$ cat src/rtl/fifo_rd_stream.sv
// fifo_rd_stream: reads the synchronous fifo block and presents its words on a
// valid/ready stream. A 2-entry buffer hides the one-cycle read latency so a
// word can be delivered every cycle while the consumer keeps i_ready high.
//
// Handshake: a word transfers on a rising edge where o_valid && i_ready. Once
// o_valid is high, o_data stays stable and o_valid stays high until that edge.
module fifo_rd_stream #(
  parameter int DATA_W = 8,
  parameter int CNT_W  = 16
) (
  input  logic              clk,
  input  logic              rst,
  input  logic              i_fifo_empty,
  output logic              o_fifo_rd_en,
  input  logic [DATA_W-1:0] i_fifo_rd_data,
  output logic              o_valid,
  output logic [DATA_W-1:0] o_data,
  input  logic              i_ready,
  output logic [CNT_W-1:0]  o_xfer_cnt
);

  logic [1:0]        occ;        // words held in the buffer, 0..2
  logic              infl;       // a pop was issued last edge; data on bus now
  logic [DATA_W-1:0] head;
  logic [DATA_W-1:0] tail;
  logic [CNT_W-1:0]  xfer_cnt;
  logic              valid_q;

  logic              pop;
  logic [2:0]        level;      // occupancy after this edge, before new issue
  logic [1:0]        after_pop;  // occupancy once this cycle's pop leaves

  // Pop, next occupancy and the read strobe. The pop is counted so issuing
  // resumes in the very cycle the consumer frees a slot.
  always_comb begin
    pop          = valid_q && i_ready;
    level        = {1'b0, occ} + {2'b00, infl} - {2'b00, pop};
    after_pop    = occ - {1'b0, pop};
    o_fifo_rd_en = !rst && !i_fifo_empty && (level < 3'd2);
  end

  // Buffer, occupancy, in-flight flag and delivered-word counter. A read in
  // flight when rst asserts is dropped because infl is cleared.
  always_ff @(posedge clk or posedge rst) begin
    if (rst) begin
      occ      <= 2'd0;
      infl     <= 1'b0;
      head     <= '0;
      tail     <= '0;
      xfer_cnt <= '0;
      valid_q  <= 1'b0;
    end else begin
      infl    <= o_fifo_rd_en;
      occ     <= level[1:0];
      valid_q <= (level != 3'd0);
      // Full buffer draining one: the tail moves up to become the head.
      if (pop && (occ == 2'd2)) begin
        head <= tail;
      end
      // Capture the word returned by last cycle's read into the first free slot.
      if (infl) begin
        if (after_pop == 2'd0) begin
          head <= i_fifo_rd_data;
        end else begin
          tail <= i_fifo_rd_data;
        end
      end
      if (pop) begin
        xfer_cnt <= xfer_cnt + {{(CNT_W-1){1'b0}}, 1'b1};
      end
    end
  end

  assign o_valid    = valid_q;
  assign o_data     = head;
  assign o_xfer_cnt = xfer_cnt;

  // Buffer plus in-flight read can never exceed the two storage slots.
  occ_bound_a : assert property (@(posedge clk) disable iff (rst)
    ({1'b0, occ} + {2'b00, infl}) <= 3'd2);

endmodule
$ cat config.mk
export PLATFORM = sky130hd
export DESIGN_NAME = fifo_rd_stream
export DESIGN_NICKNAME = d
export VERILOG_FILES = /design/src/rtl/fifo_rd_stream.sv
export SDC_FILE = /design/constraint.sdc
export NUM_CORES = 1
export LEC_CHECK = 0
export BUFFER_PORTS_ARGS = -buffer_cell sky130_fd_sc_hd__buf_2
export CAP_MARGIN = 5
export CORE_ASPECT_RATIO = 0.9
export CORE_MARGIN = 2
export CORE_UTILIZATION = 30
export CTS_CLUSTER_DIAMETER = 120
export DETAILED_ROUTE_END_ITERATION = 8
export MAX_ROUTING_LAYER = met4
export PLACE_DENSITY = 0.61
export SYNTH_ARGS = -nofsm -noshare
export SYNTH_HDL_FRONTEND = slang
export SYNTH_SLANG_ARGS = --single-unit
export TNS_END_PERCENT = 5
$ cat constraint.sdc
create_clock -name clk -period 2.3 [get_ports clk]
set_input_delay 0.23 -clock clk [delete_from_list [all_inputs] [get_ports clk]]
set_output_delay 0.23 -clock clk [all_outputs]
set_load 0.05 [all_outputs]
Word-level counts from Yosys, hierarchy flattened
Cells that the tools add are included.
Widths: inputs -> output; s select.
Cells by class
  add/sub/neg operators: 4
  order comparisons: 1
  equal/unequal tests: 1
  mux-type cells: 3
  bitwise operators: 1
  reduce and logical (&&, ||, !) cells: 9
Operators with widths (number)
  $mux 8: 3
  $add 16x1->16 const B: 1
  $logic_and 1x1->1: 4
  $add 2x1->3: 1
  $lt 3x2->1 const B: 1
  $reduce_bool 3->1: 1
  $sub 3x1->3: 1
  $eq 2x2->1 const B: 1
  $logic_not 1->1: 2
  $logic_not 2->1: 1
  $reduce_and 2->1: 1
  $sub 2x1->2: 1
  $not 1->1: 1
Storage, ports and cells
  register bits: 36
  input port bits: 12
  output and inout bits: 26
  logic and storage cells: 25

Longest topological paths before layout
  word-level depth: 5
  gate-level depth with buffers: 7

Worst setup path after synthesis
No wires, ideal clock.
  kind: reg-to-reg
  start: register valid_q (netlist: o_valid)
  end: register infl
  setup time: 289 ps
  arrival time: 3442 ps
  data required time: 2011 ps
  slack: -1432 ps
  stages on the path, launching flop included: 7
  path buffers: 0
  period minus slack after synthesis: 3732 ps
  path through: dfrtp_1 > nand2_2 > or2_2 > nand2_1 > ha_1 > fa_1 > nor4_1
On the way
  cells in the longest elaborated chain, start to end: 4
Ends and longest elaborated chain
  start, declared: RTL line 27  | logic valid_q;
  start signal, assigned: RTL line 55  | valid_q <= (level != 3'd0);
  $logic_and 1x1->1: RTL line 36  | pop = valid_q && i_ready;
  $sub 3x1->3: RTL line 37  | level = {1'b0, occ} + {2'b00, infl} - {2'b00, pop};
  via level[1]: RTL line 30  | logic [2:0] level;
  $lt 3x2->1: RTL line 39  | o_fifo_rd_en = !rst && !i_fifo_empty && (level < 3'd2);
  $logic_and 1x1->1: RTL line 39
  via o_fifo_rd_en: RTL line 14  | output logic o_fifo_rd_en,
  end signal, assigned: RTL line 53  | infl <= o_fifo_rd_en;
  end, declared: RTL line 23  | logic infl;
The timed path passes the listed nets, and every way through them passes these cells.
A chain may end at the register's enable or synchronous reset.

Worst setup path in the final report
  start: register valid_q (netlist: o_valid)
  end: output port o_fifo_rd_en
On the way
  cells in the longest elaborated chain, start to end: 4
Ends and longest elaborated chain (RTL line)
  $logic_and 1x1->1: 36
  $sub 3x1->3: 37
  via level[1]: 30
  $lt 3x2->1: 39
  $logic_and 1x1->1: 39
  end, declared: 14
The timed path passes the listed nets, and every way through them passes these cells.

==> results by group <==
Run status
  – Status: complete, but fails checks
  – Failing checks: setup timing

Drt
  – Initial drt markers: 40
  – First drt pass iteration count: 4
  – WL/cell: 12.8 um
  – Wirelength, routed: 3090 um
  – Residual DRC: 0
  – DRT antenna net count: 0
  – Via density: approximately 4.6
  – Via count: 1106

Floorplanning
  – Die area: 5840 um^2
  – Initial core utilization: 31.8%
  – Core ar.: 4950 um^2
  – Num rows: 24
  – Die H: 72.7 um
  – Chip width: 80.4 um
  – # IOs: 38

Logic synthesis
  – Count of flip-flops with a built-in enable after synthesis: 0
  – #FFs+latches synth: 36
  – Share of the synthesized area in the top cell type: between 50% and 60%
  – Net Count, Synth: 141
  – Post-synthesis sequential area ratio: 57.2%
  – Syn_area_per_cell: about 12 um^2
  – Synthesized area: around 1600 um^2
  – Asr flop ratio synth: 100%
  – Count leader, synth: dfrtp_1
  – Post-synth top cells: dfrtp_1 (36), xnor2_1 (12), nor2_1 (11), a21oi_1 (9), mux2_2 (9)
  – Syn Inst Count: 126
  – Main synth FF type: dfrtp_1
  – Yosys cell types: 27
  – Area leader, netlist: dfrtp_1
  – Top cells by area, synth: dfrtp_1 (57%), xnor2_1 (6.7%), mux2_2 (6.4%), mux2i_1 (5.1%), a21oi_1 (2.9%)
  – Ys Warns: 0

STA
  – Skew final: 0.00353 ns
  – Worst slew pin tran: 0.672 ns
  – Worst setup margin: -0.0189 ns
  – Final TNS setup: -0.0189 ns
  – Pins over their slew limit: 0
  – Slew margin rel.: between 50% and 60%
  – Final period util: 101%
  – Max Clk Rate: 0.431 GHz
  – Final Hold Fails: 0
  – Fin crit period: 2.32 ns
  – Setup violators final: 1
  – RSZ-0062 raised after global routing: yes

Layout
  – Synth-to-Final Area Change: 28.5%
  – Final core area utilization: 40.8%
  – Ant. Diodes: 0
  – Fin cells: 241
  – Layout cell share with drive strength beyond 1: 40.9%
  – Fillcell total: roughly 500
  – Nets@finish: between 150 and 200

Clock network
  – H-tree levels: 2
  – Clock Root Buffer: clkbuf_8
  – TritonCTS clock tree: done
  – CTS Sinks: 36
  – Clock Path Buffers: 2
  – CTS Hold Bufs: 0
  – Clock-pin transition on the worst setup and hold timing paths: 0.07 ns
  – CTS buffer count: 5
  – Clk Latency, worst-skew pair: 0.28 ns

Placement
  – DP HPWL: 2210 um
  – Port Buf Inserts: 37
  – Worst slack, placed: 0.0287 ns
  – Routability cong.: 0.718
  – Placed Cells: about 230

Worst setup path
  – Slowest stage delay, CP: 0.47 ns
  – Crit path launch: o_valid
  – Crit-path max FO: 4
  – Arrival time at the worst endpoint: between 2 and 2.5 ns
  – Setup crit end kind: output pin
  – Startpoint Class: flop
  – Crit-path most repeated cell: nand2_4
  – Worst r2r path cells: 7
  – Crit path kind: reg -> out
  – Worst Path Required: 2.07 ns
  – Worst reg-to-reg setup slack: roughly 0.32 ns
  – R2r endpoint: o_valid
  – CP cell instances: nand2_4 -> or2_4 -> nand2_4 -> ha_4 -> fa_2 -> nor4_4 -> buf_6
  – Critical R2R Launch: o_valid
  – CP max stage cell: fa_2
  – Crit path capture: o_fifo_rd_en

Pwr
  – Leakage: 1.02 nW
  – Worst vdd ir: 709 uV
  – Tot Pwr: 2.82 mW
  – Pwr Density: approximately 1400 nW/um^2

Job
  – Maxcap violations: 0

Global route
  – Total gr overflow: 0
  – Global-route wire length before repair: 5260 um
  – Largest net degree at the start of global routing: 20
  – Initial antenna violation count: 0
  – GRT Total Usage: 12.5%
  – Vias in the first global route: about 1.1k

Hold path
  – Worst min path class: in -> async
through the flow:
step | area [um^2] | hold slack, ns
after global placement | 1870 | 0.403
after detailed placement | 1870 | 0.405
final | 2020 | 0.0629
after floorplan | 1590 | 0.370
after CTS | 2020 | 0.0992
after global routing | 2020 | 0.123
worst max-delay path: cells and delay by family (launching register included):
| kind | cells | cell delay [ns] |
|---|---|---|
| buffers and inverters | 1 | 0.20 |
| and+or+nand+nor | 4 | 0.62 |
| DFF | 1 | 0.39 |
| adders and majority gates | 2 | 0.60 |
worst min path at each step:
stage | start | endpoint | slack (ns) | depth (start not counted)
3_5_place_dp | rst | o_xfer_cnt[1] | 0.40 | 2
2_1_floorplan | rst | infl | 0.37 | 1
4_1_cts | rst | o_xfer_cnt[1] | 0.1 | 2
3_3_place_gp | rst | o_xfer_cnt[1] | 0.40 | 2
6_report | rst | o_xfer_cnt[1] | 0.06 | 2
5_1_grt | rst | o_xfer_cnt[1] | 0.12 | 2
cell usage in the layout (no fill, tap or decap), types with 3 or more instances in the layout:
cell type  instances
mux2i_1            8
nand2_1            5
xor2_1             4
a21oi_1            9
buf_2             36
nor2_1            11
mux2_2             9
clkbuf_8           6
nand3_1            7
xnor2_1           12
dfrtp_1           35
and3_1             3
buf_4              7
where the power goes:
part	total (mW)	internal [mW]	switching (mW)
clock network	0.461	0.244	0.217
registers	1.04	0.865	0.173
logic	1.33	0.471	0.854
total	2.82	1.58	1.24
registers in the layout (all words and copies together) (netlist names):
name and cells:
o_xfer_cnt 16, o_data 8, tail 8, occ 2, infl 1, o_valid 1
routing by layer:
metal  vias to the layer above  track usage (%)  part of all wire, %
li1                        536                -                    -
met1                       528             16.4                   50
met2                        37             18.5                   43
met3                         5             3.71                  6.3
met4                         0             4.52                  1.2
met5                         -                -                    0
cells by family after synthesis:
family | Yosys count | synth area share, %
buffers and inverters | 5 | 1.51
and+or+nand+nor | 38 | 13.3
xor gates and xnor gates | 16 | 8.90
DFF | 36 | 57.2
muxes | 17 | 11.5
adders and majority gates | 3 | 2.86
AOI/OAI and AO/OA | 11 | 4.69
cell type report:
class	instances	area, um^2	area share, %
inverters	3	11.3	0.557
flip-flops and latches	36	902	44.6
well taps	65	81.3	4.02
multi-input cells	85	694	34.3
clock buffers	8	90.1	4.45
repair buffers	44	244	12.1
repair_timing:
action,CTS,global route
setup buffers,3,1
setup endpoints to repair,1,1
resized for setup,8,0
pin swaps,3,3
No activity file was read; power rests on OpenSTA's default activity.
